File: src/rtl/cnn_pkg.sv
// Shared types and image geometry for the CNN sequencer and its pixel unpacker.
// The image arrives as 98 packed bytes and is stored as 784 single-bit RAM words.
package cnn_pkg;

    typedef enum logic [2:0] {
        LOAD,
        UNPACK,
        RUN,
        SEND,
        ERR
    } state_t;

    localparam int IMG_BYTES = 98;
    localparam int IMG_BITS  = 784;
    localparam int IMG_AW    = 10;
    localparam int LABEL_W   = 4;

    // Byte n of the image covers pixels 8*n .. 8*n+7.
    function automatic logic [IMG_AW-1:0] byte_base(input logic [6:0] n);
        return {n, 3'b000};
    endfunction

endpackage

File: src/rtl/img_unpacker.sv
// Latches one received byte and writes its 8 bits to the input RAM, LSB first,
// one bit per cycle starting the cycle after load; no backpressure, load is only issued when idle.
module img_unpacker
    import cnn_pkg::*;
(
    input  logic              clk,
    input  logic              rst,
    input  logic              load,
    input  logic [7:0]        byte_in,
    input  logic [IMG_AW-1:0] base_addr,
    output logic              we,
    output logic [IMG_AW-1:0] addr,
    output logic              wdata,
    output logic              last_bit
);

    logic [7:0] byte_q;
    logic [2:0] bit_cnt;

    assign last_bit = we && (bit_cnt == 3'd7);

    always_ff @(posedge clk or posedge rst) begin
        if (rst) begin
            byte_q  <= '0;
            bit_cnt <= '0;
            we      <= 1'b0;
            addr    <= '0;
            wdata   <= 1'b0;
        end else if (load) begin
            byte_q  <= byte_in;
            bit_cnt <= '0;
            we      <= 1'b1;
            addr    <= base_addr;
            wdata   <= byte_in[0];
        end else if (we) begin
            if (bit_cnt == 3'd7) begin
                we    <= 1'b0;
                wdata <= 1'b0;
            end else begin
                bit_cnt <= bit_cnt + 3'd1;
                addr    <= addr + IMG_AW'(1);
                wdata   <= byte_q[bit_cnt + 3'd1];
            end
        end
    end

endmodule

File: src/rtl/cnn_sequencer.sv
// Loads a packed 28x28 binary image from the UART, runs the layer engines in order and
// transmits the label (or ERR_CODE); every output is registered, trmt waits for tx_busy low.
module cnn_sequencer
    import cnn_pkg::*;
#(
    parameter int          NUM_LAYERS = 5,
    parameter int          TIMEOUT    = 65535,
    parameter logic [7:0]  ERR_CODE   = 8'hEE
) (
    input  logic                  clk,
    input  logic                  rst,
    input  logic                  rx_rdy,
    input  logic [7:0]            rx_data,
    output logic                  img_we,
    output logic [IMG_AW-1:0]     img_addr,
    output logic                  img_wdata,
    output logic [NUM_LAYERS-1:0] layer_start,
    input  logic [NUM_LAYERS-1:0] layer_done,
    input  logic [LABEL_W-1:0]    pred_label,
    input  logic                  tx_busy,
    output logic                  trmt,
    output logic [7:0]            tx_data,
    output logic                  busy,
    output logic                  err
);

    localparam int LIW = (NUM_LAYERS > 1) ? $clog2(NUM_LAYERS) : 1;
    localparam int WDW = $clog2(TIMEOUT + 1);

    state_t                state, state_nxt;
    logic [6:0]            byte_cnt, byte_cnt_nxt;
    logic [LIW-1:0]        layer_idx, layer_idx_nxt;
    logic [WDW-1:0]        wd_cnt, wd_cnt_nxt;
    logic [LABEL_W-1:0]    label, label_nxt;
    logic                  overrun, overrun_nxt;
    logic [NUM_LAYERS-1:0] start_nxt;
    logic                  trmt_nxt;
    logic [7:0]            tx_data_nxt;
    logic                  err_nxt;
    logic                  load;
    logic                  last_bit;

    img_unpacker u_unpacker (
        .clk       (clk),
        .rst       (rst),
        .load      (load),
        .byte_in   (rx_data),
        .base_addr (byte_base(byte_cnt)),
        .we        (img_we),
        .addr      (img_addr),
        .wdata     (img_wdata),
        .last_bit  (last_bit)
    );

    always_ff @(posedge clk or posedge rst) begin
        if (rst) begin
            state       <= LOAD;
            byte_cnt    <= '0;
            layer_idx   <= '0;
            wd_cnt      <= '0;
            label       <= '0;
            overrun     <= 1'b0;
            layer_start <= '0;
            trmt        <= 1'b0;
            tx_data     <= '0;
            busy        <= 1'b0;
            err         <= 1'b0;
        end else begin
            state       <= state_nxt;
            byte_cnt    <= byte_cnt_nxt;
            layer_idx   <= layer_idx_nxt;
            wd_cnt      <= wd_cnt_nxt;
            label       <= label_nxt;
            overrun     <= overrun_nxt;
            layer_start <= start_nxt;
            trmt        <= trmt_nxt;
            tx_data     <= tx_data_nxt;
            busy        <= (state_nxt != LOAD);
            err         <= err_nxt;
        end
    end

    always_comb begin
        state_nxt     = state;
        byte_cnt_nxt  = byte_cnt;
        layer_idx_nxt = layer_idx;
        wd_cnt_nxt    = wd_cnt;
        label_nxt     = label;
        overrun_nxt   = overrun;
        start_nxt     = '0;
        trmt_nxt      = 1'b0;
        tx_data_nxt   = tx_data;
        err_nxt       = err;
        load          = 1'b0;

        case (state)
            LOAD: begin
                if (rx_rdy) begin
                    load      = 1'b1;
                    state_nxt = UNPACK;
                end
            end

            UNPACK: begin
                // A byte arriving while bits are still being written cannot be stored.
                if (rx_rdy) begin
                    overrun_nxt = 1'b1;
                    err_nxt     = 1'b1;
                end
                if (last_bit) begin
                    byte_cnt_nxt = byte_cnt + 7'd1;
                    if (overrun || rx_rdy) begin
                        state_nxt = ERR;
                    end else if (byte_cnt == 7'(IMG_BYTES - 1)) begin
                        state_nxt     = RUN;
                        layer_idx_nxt = '0;
                        wd_cnt_nxt    = '0;
                        start_nxt     = NUM_LAYERS'(1);
                    end else begin
                        state_nxt = LOAD;
                    end
                end
            end

            RUN: begin
                // A done pulse in the expiry cycle still counts as success.
                if (layer_done[layer_idx]) begin
                    wd_cnt_nxt = '0;
                    if (layer_idx != LIW'(NUM_LAYERS - 1)) begin
                        layer_idx_nxt = layer_idx + LIW'(1);
                        start_nxt     = NUM_LAYERS'(1) << (layer_idx + LIW'(1));
                    end else begin
                        label_nxt = pred_label;
                        if (!tx_busy) begin
                            trmt_nxt     = 1'b1;
                            tx_data_nxt  = {{(8-LABEL_W){1'b0}}, pred_label};
                            byte_cnt_nxt = '0;
                            state_nxt    = LOAD;
                        end else begin
                            state_nxt = SEND;
                        end
                    end
                end else if (wd_cnt == WDW'(TIMEOUT - 1)) begin
                    err_nxt    = 1'b1;
                    wd_cnt_nxt = '0;
                    state_nxt  = ERR;
                end else begin
                    wd_cnt_nxt = wd_cnt + WDW'(1);
                end
            end

            SEND: begin
                if (!tx_busy) begin
                    trmt_nxt     = 1'b1;
                    tx_data_nxt  = {{(8-LABEL_W){1'b0}}, label};
                    byte_cnt_nxt = '0;
                    state_nxt    = LOAD;
                end
            end

            ERR: begin
                if (!tx_busy) begin
                    trmt_nxt      = 1'b1;
                    tx_data_nxt   = ERR_CODE;
                    byte_cnt_nxt  = '0;
                    layer_idx_nxt = '0;
                    overrun_nxt   = 1'b0;
                    state_nxt     = LOAD;
                end
            end

            default: state_nxt = LOAD;
        endcase
    end

endmodule

File: config.mk
export PLATFORM = sky130hd
export DESIGN_NAME = cnn_sequencer
export DESIGN_NICKNAME = d
export VERILOG_FILES = /design/src/rtl/cnn_pkg.sv /design/src/rtl/img_unpacker.sv /design/src/rtl/cnn_sequencer.sv
export SDC_FILE = /design/constraint.sdc
export NUM_CORES = 1
export LEC_CHECK = 0
export CORE_MARGIN = 5
export CORE_UTILIZATION = 40
export CTS_BUF_LIST = sky130_fd_sc_hd__clkbuf_8 sky130_fd_sc_hd__clkbuf_16
export CTS_CLUSTER_DIAMETER = 50
export CTS_CLUSTER_SIZE = 24
export DETAILED_ROUTE_END_ITERATION = 16
export HOLD_SLACK_MARGIN = 0.03
export RECOVER_POWER = 100
export SETUP_SLACK_MARGIN = 0.05
export SYNTH_ARGS = -nofsm -noshare
export SYNTH_HDL_FRONTEND = slang
export SYNTH_SLANG_ARGS = --single-unit
File: constraint.sdc
create_clock -name clk -period 2.4 [get_ports clk]
set_input_delay 0.72 -clock clk [delete_from_list [all_inputs] [get_ports clk]]
set_output_delay 0.72 -clock clk [all_outputs]
set_load 0.02 [all_outputs]
==> summary.md, run 1 <==
| Metric | Value |
|---|---|
| Sequential share of the synthesized area | `47.6%` |
| Clock buffer count from CTS | `9` |
| Post-Place Cells | `543` |
| Non-Filler Instances | `560` |
| RePlAce Congestion | `0.788` |
| Buffers on Ports | `47` |
| Diodes inserted | `0` |
| Crit-path max FO | `4` |
| Die width | `106 µm` |
| Area leader, netlist | `dfrtp_1` |
| Largest cells by area after synthesis | `dfrtp_1 48%, nand2_1 6.7%, ha_1 4.4%` |
| Critical path class | `primary input to flop` |
| Reg power frac | `41.9%` |
| CTS max path bufs | `2` |
| Layout area overhead | `24.8%` |
| Post-synth EDFFs | `0` |
| Synthesized area | `3680 µm²` |
| Initial antenna violation count | `0` |
| Power per Cell Area | `927 nW/µm²` |
| Total Wirelength | `7930 µm` |
| Remaining DRCs | `0` |
| TNS Setup | `0 ps` |
| Net switching fraction of the power | `37.1%` |
| Boundary pin count | `49` |
| Final hold viol count | `0` |
| FILL cells | `862` |
| Slowest stage cell, crit path | `a2111oi_1` |
| TritonRoute pass-1 iters | `4` |
| Worst path top cell family by delay | `simple AND/OR/NAND/NOR gates` |
| Die area | `11200 µm²` |
| Post-synthesis async set-or-reset flop share | `100%` |
| First-pass GRT wire length | `13900 µm` |
| Crit path largest cell delay | `520 ps` |
| Startpoint types | `primary input` |
| Worst-Skew Late Latency | `350 ps` |
| CP Cell Sequence | `clkdlybuf4s50_1, nor4bb_2, nand4_1, a2111oi_1, xnor2_1, nor2_1` |
| Status | `completed` |
| Hold Buf Count CTS | `0` |
| Post-synth top cells | `70 x dfrtp_1, 66 x nand2_1, 30 x nor2_1, 22 x o21ai_0, 16 x inv_1` |
| Reg area | `1750 µm²` |
| TritonCTS clock tree | `built` |
| Fin crit share | `95.7%` |
| Maxcap violations | `0` |
| Global route overflow | `0` |
| Cell count after synthesis | `377` |
| Die Span Y | `106 µm` |
| WP data arrival | `2530 ps` |
| Reg clk slew, reported paths | `70 ps` |
| Share of post-route cells with drive strength above 1 | `13.8%` |
| Yosys reg bits | `70` |
| Pwr Total | `4.26 mW` |
| Cell variety after synth | `51` |
| Fmax | `435 MHz` |
| Worst Path Buf+Inv | `1` |
| Core ar. | `9110 µm²` |
| Internal power | `2.68 mW` |
| Finished Core Util | `50.4%` |
| Final Slew Violations | `0` |
| DR iter-0 viols | `68` |
| Skew final | `11.2 ps` |
| Worst-margin pin slew | `956 ps` |
| Crit. End Element | `flop` |
| Pin count of the biggest net entering global routing | `71` |
| All-Layer GR Usage | `15.1%` |
| Area of the multi-input gates | `1790 µm²` |
| Ys flop type | `dfrtp_1` |
| Worst hold path class | `flop to flop` |
| Worst slew margin | `36.3%` |
| Combinational share of power | `38.1%` |
| Worst IR drop on VDD | `345 µV` |
| Clock sink count | `70` |
| Psw | `1.58 mW` |
| Min Tclk post-route | `2300 ps` |
| Finish-stage setup viols | `0` |
| Synth Area per Inst | `9.76 µm²` |
| RSZ-0062 raised after global routing | `true` |
| Clock Power Share | `20.0%` |
| Root Driver | `clkbuf_8` |
| Area share of the largest cell type after synthesis | `47.6%` |
| Synth Net Count | `411` |
| Avg WL per Cell | `14.2 µm` |
| ANT nets after route | `0` |
| Row cnt | `35` |
| Required @ worst endpoint | `2630 ps` |
| Initial Util | `40.4%` |
| Hold_ws | `483 ps` |
| Via Count | `2887` |
| Post-detail-place hpwl | `5680 µm` |
| H-tree Lvls | `3` |
| Vias in the first global route | `2973` |
| Syn. warnings | `0` |
| Via-per-instance ratio | `5.16` |
| Final net count | `479` |
| Most common cell in the synthesized netlist | `dfrtp_1` |
| Pleak | `2.07 nW` |
-- worst reg2reg max path: stages, from the launching register on --
cell	delay [ps]
dfrtp_1	410
and4_1	300
nand3_4	100
or4b_1	660
a21oi_1	330
clkbuf_2	270
nor2_1	70
-- area by class of cell --
class                           count  share of cell area, %
Clock buffer                       10                   3.00
Clock inverter                      5                  0.790
Inverter                           16                   1.39
Multi-Input combinational cell    272                   39.1
Sequential cell                    70                   38.2
Tap cell                          111                   3.02
Timing Repair Buffer               76                   14.6
-- state kept, by name, indices dropped and copies added (netlist names) --
register,count
u_unpacker.addr,10
overrun,1
layer_idx,3
tx_data,5
wd_cnt,16
trmt,1
u_unpacker.byte_q,8
u_unpacker.bit_cnt,3
byte_cnt,7
state,3
err,1
layer_start,5
label,4
u_unpacker.we,1
busy,1
u_unpacker.wdata,1
-- placed cells by master, fill, tap and decap left out, types with 9 or more instances in the layout --
cell type	count
xor2_1	9
clkbuf_8	10
nor2_1	30
inv_1	15
nand3_1	9
o21ai_0	22
nand2_1	66
dfrtp_1	69
buf_4	21
ha_1	13
dlygate4sd3_1	28
xnor2_1	13
clkdlybuf4s50_1	17
-- stage by stage --
stage / setup WS [ps] / area (µm²)
finish: 103 / 4590
global placement: -246 / 4430
CTS: 46.3 / 4600
global route: -2.17 / 4590
floorplan: -82.4 / 3680
detailed placement: -317 / 4430
-- cells by family (layout without fill, tap and decap cells) --
| kind of cell | after synthesis | in the layout | synth area share [%] |
|---|---|---|---|
| AND/OR/NAND/NOR | 157 | 157 | 21.6 |
| flip-flops | 70 | 70 | 47.6 |
| AO/OA/AOI/OAI | 61 | 61 | 11.0 |
| buffers and inverters | 35 | 107 | 4.21 |
| XOR/XNOR | 22 | 22 | 5.23 |
| multiplexers | 18 | 18 | 5.85 |
| adder cells (fa/ha/maj) | 13 | 13 | 4.42 |
| other | 1 | 1 | 0.102 |
-- per-layer routing --
layer,global-route usage (%),part of all wire (%),up-vias
met4,4.81,1.3,0
li1,-,-,1437
met1,20.5,48,1402
met5,0,0,-
met2,24.4,47,40
met3,3.04,3.0,8
-- final timing paths --
path	startpoint	end	slack, ps	depth (start not counted)
worst min register to register	u_unpacker.byte_q[4]$_DFFE_PP0P_	u_unpacker.byte_q[4]$_DFFE_PP0P_	480	2
worst max register to register	wd_cnt[2]$_DFFE_PP0P_	wd_cnt[4]$_DFFE_PP0P_	150	6
min in group asynchronous	rst	byte_cnt[4]$_DFFE_PP0P_	1200	3
max in group asynchronous	rst	layer_idx[0]$_DFFE_PP0P_	530	3
worst min-delay path	u_unpacker.byte_q[4]$_DFFE_PP0P_	u_unpacker.byte_q[4]$_DFFE_PP0P_	480	2
worst max-delay path	rx_rdy	wd_cnt[15]$_DFFE_PP0P_	100	6
-- power groups by stage --
stage	Combinational [mW]	Sequential [mW]	Clock, mW
global placement	1.68	1.80	0
CTS	1.71	1.79	0.883
global route	1.83	1.85	0.919
detailed placement	1.70	1.81	0
finish	1.62	1.78	0.853
floorplan	0.935	1.92	0
-- timing repair --
item	CTS	global route
gates resized for setup	1	9
pin swaps	0	6
setup endpoints to repair	1	10
buffers inserted	0	2
cloned	0	0
Power figures use the tool's default switching activity.
==> run 2: changes to the inputs <==
--- a/config.mk
+++ b/config.mk
@@ -5,13 +5,15 @@
 export SDC_FILE = /design/constraint.sdc
 export NUM_CORES = 1
 export LEC_CHECK = 0
-export CORE_MARGIN = 5
+export CORE_MARGIN = 2
 export CORE_UTILIZATION = 40
 export CTS_BUF_LIST = sky130_fd_sc_hd__clkbuf_8 sky130_fd_sc_hd__clkbuf_16
 export CTS_CLUSTER_DIAMETER = 50
 export CTS_CLUSTER_SIZE = 24
 export DETAILED_ROUTE_END_ITERATION = 16
+export GPL_TIMING_DRIVEN = 0
 export HOLD_SLACK_MARGIN = 0.03
+export PLACE_DENSITY = 0.74
 export RECOVER_POWER = 100
 export SETUP_SLACK_MARGIN = 0.05
 export SYNTH_ARGS = -nofsm -noshare
==> run 2 against run 1 <==
- global-route usage is 1.8 points higher
- flip-flop and latch count is the same
- sequential share of layout area down 0.82 points
- fmax is 0.29% higher
- first-iteration DRC count increased by 16%
- via count grew 3.5%
- non-clock buffer count grew 2
- clock power grew 22%
- sequential power hardly changed
- combinational power rose by 4%
- register-to-register slack lost 40 ps
==> summary.md, run 2 (synthesis gave the netlist of run 1 again) <==
| Metric | Value |
|---|---|
| Critical Path End | `busy$_DFF_PP0_ (was wd_cnt[15]$_DFFE_PP0P_)` |
| Buffers on Ports | `47 (unchanged)` |
| CTS max path bufs | `2 (unchanged)` |
| Reg with most FFs | `wd_cnt (unchanged)` |
| Remaining DRCs | `0 (unchanged)` |
| Layout area overhead | `27.7% (was 24.8%)` |
| Worst-Skew Late Latency | `350 ps (about the same)` |
| Clock sink count | `70 (unchanged)` |
| Die Span Y | `99.9 µm (was 106 µm)` |
| Pre-CTS worst setup slack | `-836 ps (was -317 ps)` |
| First-pass GRT wire length | `13500 µm (was 13900 µm)` |
| Pin count of the biggest net entering global routing | `42 (was 71)` |
| Final net count | `481 (was 479)` |
| Startpoint types | `flop (was primary input)` |
| Global route overflow | `0 (unchanged)` |
| RSZ-0062 raised after global routing | `true (unchanged)` |
| Fin crit share | `95.4% (was 95.7%)` |
| Via-per-instance ratio | `5.31 (was 5.16)` |
| Leading cell type in the layout, fill and taps excluded | `dfrtp_1 (unchanged)` |
| Total Wirelength | `8080 µm (was 7930 µm)` |
| Avg WL per Cell | `14.4 µm (was 14.2 µm)` |
| Biggest regs | `wd_cnt x16, u_unpacker.addr x10, u_unpacker.byte_q x8 (unchanged)` |
| Maxcap violations | `0 (unchanged)` |
| Power per Cell Area | `965 nW/µm² (was 927 nW/µm²)` |
| Reg power frac | `39.7% (was 41.9%)` |
| Via Count | `2988 (was 2887)` |
| H-tree Lvls | `3 (unchanged)` |
| R2R Path Start | `wd_cnt[6]$_DFFE_PP0P_ (was wd_cnt[2]$_DFFE_PP0P_)` |
| Die area | `9990 µm² (was 11200 µm²)` |
| Status | `completed (unchanged)` |
| Worst hold path class | `flop to flop (unchanged)` |
| RePlAce Congestion | `0.869 (was 0.788)` |
| Skew final | `9.42 ps (was 11.2 ps)` |
| Row cnt | `35 (unchanged)` |
| Critical path class | `flop to flop (was primary input to flop)` |
| Crit. End Element | `flop (unchanged)` |
| Clock buffer count from CTS | `9 (unchanged)` |
| Combinational share of power | `37.3% (was 38.1%)` |
| Final worst slack | `110 ps (was 103 ps)` |
| Internal power | `2.93 mW (was 2.68 mW)` |
| CP Launch Point | `wd_cnt[6]$_DFFE_PP0P_ (was rx_rdy)` |
| Pleak | `2.14 nW (was 2.07 nW)` |
| Core ar. | `9060 µm² (was 9110 µm²)` |
| Worst slew margin | `12.1% (was 36.3%)` |
| Post-detail-place hpwl | `5580 µm (was 5680 µm)` |
| All-Layer GR Usage | `16.9% (was 15.1%)` |
| Share of post-route cells with drive strength above 1 | `14.6% (was 13.8%)` |
| Hold Buf Count CTS | `0 (unchanged)` |
| ANT nets after route | `0 (unchanged)` |
| TritonCTS clock tree | `built (unchanged)` |
| Worst R2R Path Depth | `6 (unchanged)` |
| Required @ worst endpoint | `2620 ps (was 2630 ps)` |
| Most frequent cells in the layout | `67 x dfrtp_1, 66 x nand2_1, 30 x nor2_1 (was 69 x dfrtp_1, 66 x nand2_1, 30 x nor2_1)` |
| Diodes inserted | `0 (unchanged)` |
| Final Slew Violations | `0 (unchanged)` |
| Final hold viol count | `0 (unchanged)` |
| Worst IR drop on VDD | `323 µV (was 345 µV)` |
| Fmax | `437 MHz (was 435 MHz)` |
| DR iter-0 viols | `79 (was 68)` |
| Worst r2r dst | `busy$_DFF_PP0_ (was wd_cnt[4]$_DFFE_PP0P_)` |
| Boundary pin count | `49 (unchanged)` |
| Reg clk slew, reported paths | `70 ps (about the same)` |
| Root Driver | `clkbuf_8 (unchanged)` |
| Die width | `99.9 µm (was 106 µm)` |
| Finish-stage setup viols | `0 (unchanged)` |
| Max reg flops | `16 (unchanged)` |
| Vias in the first global route | `2992 (was 2973)` |
| Net switching fraction of the power | `35.4% (was 37.1%)` |
| Clock Power Share | `23.0% (was 20.0%)` |
| TritonRoute pass-1 iters | `4 (unchanged)` |
| Initial Util | `40.6% (was 40.4%)` |
| Psw | `1.60 mW (was 1.58 mW)` |
| R2R Setup Slk | `110 ps (was 150 ps)` |
| Crit-path max FO | `7 (was 4)` |
| Initial antenna violation count | `0 (unchanged)` |
| Hold_ws | `474 ps (was 483 ps)` |
| Worst-margin pin slew | `1310 ps (was 956 ps)` |
| Min Tclk post-route | `2290 ps (was 2300 ps)` |
| WP data arrival | `2510 ps (was 2530 ps)` |
-- run 2: repair_timing --
item | CTS | global route
setup endpoints to repair | 28 | 24
setup buffers | 4 | 9
resized for setup | 16 | 21
pin swaps | 3 | 5
-- run 2: worst min path at each step --
stage / slack (ps) / depth (start not counted) / endpoint / from
floorplan: 440 / 2 / u_unpacker.byte_q[0]$_DFFE_PP0P_ / u_unpacker.byte_q[0]$_DFFE_PP0P_
global placement: 450 / 2 / u_unpacker.byte_q[0]$_DFFE_PP0P_ / u_unpacker.byte_q[0]$_DFFE_PP0P_
detailed placement: 460 / 2 / u_unpacker.byte_q[3]$_DFFE_PP0P_ / u_unpacker.byte_q[3]$_DFFE_PP0P_
CTS: 480 / 2 / u_unpacker.byte_q[3]$_DFFE_PP0P_ / u_unpacker.byte_q[3]$_DFFE_PP0P_
global route: 510 / 2 / u_unpacker.byte_q[0]$_DFFE_PP0P_ / u_unpacker.byte_q[0]$_DFFE_PP0P_
finish: 470 / 2 / u_unpacker.byte_q[6]$_DFFE_PP0P_ / u_unpacker.byte_q[6]$_DFFE_PP0P_
-- run 2: power groups by stage --
stage / Clock, mW / Sequential [mW] / Combinational [mW]
floorplan: 0 / 1.92 / 0.935
global placement: 0 / 1.81 / 1.58
detailed placement: 0 / 1.82 / 1.64
CTS: 1.06 / 1.81 / 1.70
global route: 1.11 / 1.86 / 1.88
finish: 1.04 / 1.80 / 1.69
-- run 2: area by class of cell --
class,instances,area [µm²]
fill,838,4360
multi-input combinational,272,1840
sequential,70,1760
timing repair buffer,61,584
tap,111,139
clock buffer,10,138
buffer,17,105
clock inverter,6,77.6
inverter,16,61.3
-- run 2: metrics by stage --
stage          instances  setup TNS, ps  power, mW  instance area [µm²]  utilization [%]
6_report             563              0       4.54                 4700             51.9
5_1_grt              563              0       4.86                 4700             51.9
4_1_cts              554              0       4.56                 4620             50.9
3_5_place_dp         536         -17720       3.46                 4310             47.6
3_3_place_gp         535         -15710       3.39                 4290             47.4
2_1_floorplan        377          -82.4       2.85                 3680                -
-- run 2: critical path, cell delays in order (launching register included) --
cell	delay (ps)
dfrtp_1	420
and4_1	290
nand3_4	140
or4b_1	540
buf_6	160
o21ai_2	120
or4b_4	490
-- run 2: routing by layer --
metal  global-route usage, %  vias to the layer above  wire (µm)
met1                    20.9                     1480       3580
met5                       0                        -          0
met4                    8.01                        0        190
met3                    3.83                       13        236
met2                    28.3                       50       4070
li1                        -                     1445          -
==> run 3: changes to the inputs <==
--- a/config.mk
+++ b/config.mk
@@ -16,6 +16,7 @@
 export PLACE_DENSITY = 0.74
 export RECOVER_POWER = 100
 export SETUP_SLACK_MARGIN = 0.05
+export SLEW_MARGIN = 30
 export SYNTH_ARGS = -nofsm -noshare
 export SYNTH_HDL_FRONTEND = slang
 export SYNTH_SLANG_ARGS = --single-unit
==> run 3 against run 2 <==
- global-route usage fell by 0.35 points
- cell count fell by 0.36%
- via count fell by 0.44%
- sequential power barely moved
- total power rose by 0.13%
- fmax fell by 0.25%
- critical path depth did not move
- flip-flop and latch count did not move
- highest routed layer unchanged
- critical path type is now primary input to flop
- largest cell class unchanged
- sequential share of layout area fell by 0.086 points
==> summary.md, run 3 (synthesis gave the netlist of run 1 again) <==
| Metric | Value |
|---|---|
| Status | `completed (unchanged)` |
| Die area | `9990 µm² (unchanged)` |
| Pin count of the biggest net entering global routing | `26 (was 42)` |
| Worst-Skew Late Latency | `350 ps (about the same)` |
| Crit. End Element | `flop (unchanged)` |
| Boundary pin count | `49 (unchanged)` |
| Worst hold path class | `flop to flop (unchanged)` |
| Crit-path max FO | `5 (was 7)` |
| Net switching fraction of the power | `35.7% (was 35.4%)` |
| Total Wirelength | `7910 µm (was 8080 µm)` |
| Clock sink count | `70 (unchanged)` |
| TritonRoute pass-1 iters | `4 (unchanged)` |
| Vias in the first global route | `2921 (was 2992)` |
| Final Slew Violations | `0 (unchanged)` |
| Min Tclk post-route | `2300 ps (was 2290 ps)` |
| Core ar. | `9060 µm² (unchanged)` |
| Final net count | `479 (was 481)` |
| Hold Buf Count CTS | `0 (unchanged)` |
| WP data arrival | `2530 ps (was 2510 ps)` |
| RePlAce Congestion | `0.869 (unchanged)` |
| Internal power | `2.92 mW (was 2.93 mW)` |
| Die Span Y | `99.9 µm (unchanged)` |
| Share of post-route cells with drive strength above 1 | `14.9% (was 14.6%)` |
| Row cnt | `35 (unchanged)` |
| Worst-margin pin slew | `1150 ps (was 1310 ps)` |
| Root Driver | `clkbuf_8 (unchanged)` |
| Fin crit share | `95.7% (was 95.4%)` |
| Via-per-instance ratio | `5.30 (was 5.31)` |
| Pleak | `2.12 nW (was 2.14 nW)` |
| Leading cell type in the layout, fill and taps excluded | `dfrtp_1 (unchanged)` |
| Via Count | `2975 (was 2988)` |
| Reg power frac | `39.7% (about the same)` |
| Pwr Total | `4.54 mW (about the same)` |
| Combinational share of power | `36.9% (was 37.3%)` |
| Reg with most FFs | `wd_cnt (unchanged)` |
| Power per Cell Area | `964 nW/µm² (was 965 nW/µm²)` |
| Clock buffer count from CTS | `9 (unchanged)` |
| R2R Setup Slk | `110 ps (about the same)` |
| Critical path class | `primary input to flop (was flop to flop)` |
| Max reg flops | `16 (unchanged)` |
| Biggest regs | `wd_cnt x16, u_unpacker.addr x10, u_unpacker.byte_q x8 (unchanged)` |
| Diodes inserted | `0 (unchanged)` |
| Initial antenna violation count | `0 (unchanged)` |
| Worst slew margin | `22.9% (was 12.1%)` |
| Buffers on Ports | `47 (unchanged)` |
| TritonCTS clock tree | `built (unchanged)` |
| TNS Setup | `0 ps (unchanged)` |
| Finish-stage setup viols | `0 (unchanged)` |
| ANT nets after route | `0 (unchanged)` |
| Worst IR drop on VDD | `443 µV (was 323 µV)` |
| DR iter-0 viols | `97 (was 79)` |
| Hold-critical path depth | `2 (unchanged)` |
| Skew final | `11.0 ps (was 9.42 ps)` |
| All-Layer GR Usage | `16.6% (was 16.9%)` |
| Post-detail-place hpwl | `5680 µm (was 5580 µm)` |
| Maxcap violations | `0 (unchanged)` |
| Global route overflow | `0 (unchanged)` |
| Worst R2R Path Depth | `8 (was 6)` |
| Hold_ws | `476 ps (was 474 ps)` |
| Remaining DRCs | `0 (unchanged)` |
| Initial Util | `40.6% (unchanged)` |
| Final worst slack | `104 ps (was 110 ps)` |
| Avg WL per Cell | `14.1 µm (was 14.4 µm)` |
| Layout area overhead | `27.9% (was 27.7%)` |
| Fmax | `436 MHz (was 437 MHz)` |
| Final hold viol count | `0 (unchanged)` |
| Die width | `99.9 µm (unchanged)` |
| Pre-CTS worst setup slack | `-818 ps (was -836 ps)` |
| Reg clk slew, reported paths | `70 ps (about the same)` |
| Startpoint types | `primary input (was flop)` |
| Clock Power Share | `23.4% (was 23.0%)` |
| Psw | `1.62 mW (was 1.60 mW)` |
| Most frequent cells in the layout | `68 x dfrtp_1, 66 x nand2_1, 30 x nor2_1 (was 67 x dfrtp_1, 66 x nand2_1, 30 x nor2_1)` |
| RSZ-0062 raised after global routing | `true (unchanged)` |
| H-tree Lvls | `3 (unchanged)` |
| CTS max path bufs | `2 (unchanged)` |
| Required @ worst endpoint | `2630 ps (was 2620 ps)` |
| First-pass GRT wire length | `13300 µm (was 13500 µm)` |
run 3: timing repair:
item                                    4_1_cts  5_1_grt
endpoints found under the setup margin       26       24
gates resized for setup                      12       24
buffers inserted                              5        6
endpoints found under the hold margin         0        0
pin swaps                                     3        5
run 3: worst max-delay path, stage by stage:
cell             delay, ps
clkdlybuf4s50_1        390
mux2_2                 250
a221o_1                370
o211ai_1               270
nand2b_1               210
mux2_4                 310
run 3: per-stage QoR:
step	instances	util [%]	cell area, µm²
after floorplan	377	-	3680
after global placement	535	47.4	4290
after detailed placement	537	47.9	4340
after CTS	556	51.1	4630
after global routing	561	52.0	4710
final	561	52.0	4710
run 3: power groups by stage:
stage / sequential, mW / combinational [mW] / clock, mW
floorplan: 1.92 / 0.935 / 0
global placement: 1.81 / 1.58 / 0
detailed placement: 1.82 / 1.65 / 0
CTS: 1.80 / 1.71 / 1.08
global route: 1.85 / 1.85 / 1.14
finish: 1.80 / 1.68 / 1.06
run 3: cell type report:
cell class	count	area [µm²]
buffer	16	96.3
clock buffer	10	138
clock inverter	6	85.1
fill	806	4360
inverter	16	61.3
multi-input combinational	272	1840
sequential	70	1750
tap	111	139
timing repair buffer	60	597
run 3: final timing paths:
| path | startpoint | endpoint |
|---|---|---|
| hold / removal | u_unpacker.byte_q[7]$_DFFE_PP0P_ | u_unpacker.byte_q[7]$_DFFE_PP0P_ |
| max in group asynchronous | rst | wd_cnt[13]$_DFFE_PP0P_ |
| hold reg to reg | u_unpacker.byte_q[7]$_DFFE_PP0P_ | u_unpacker.byte_q[7]$_DFFE_PP0P_ |
| min in group asynchronous | rst | tx_data[2]$_DFFE_PP0P_ |
| setup reg to reg | u_unpacker.bit_cnt[0]$_DFFE_PP0P_ | wd_cnt[14]$_DFFE_PP0P_ |
| setup / recovery | layer_done[0] | tx_data[0]$_DFFE_PP0P_ |
run 3: routing by layer:
layer	GRT usage, %	vias up	part of all wire, %
met3	2.92	13	3.2
met1	21.1	1462	45
met5	0	-	0
li1	-	1441	-
met2	27.5	59	50
met4	8.01	0	2.1
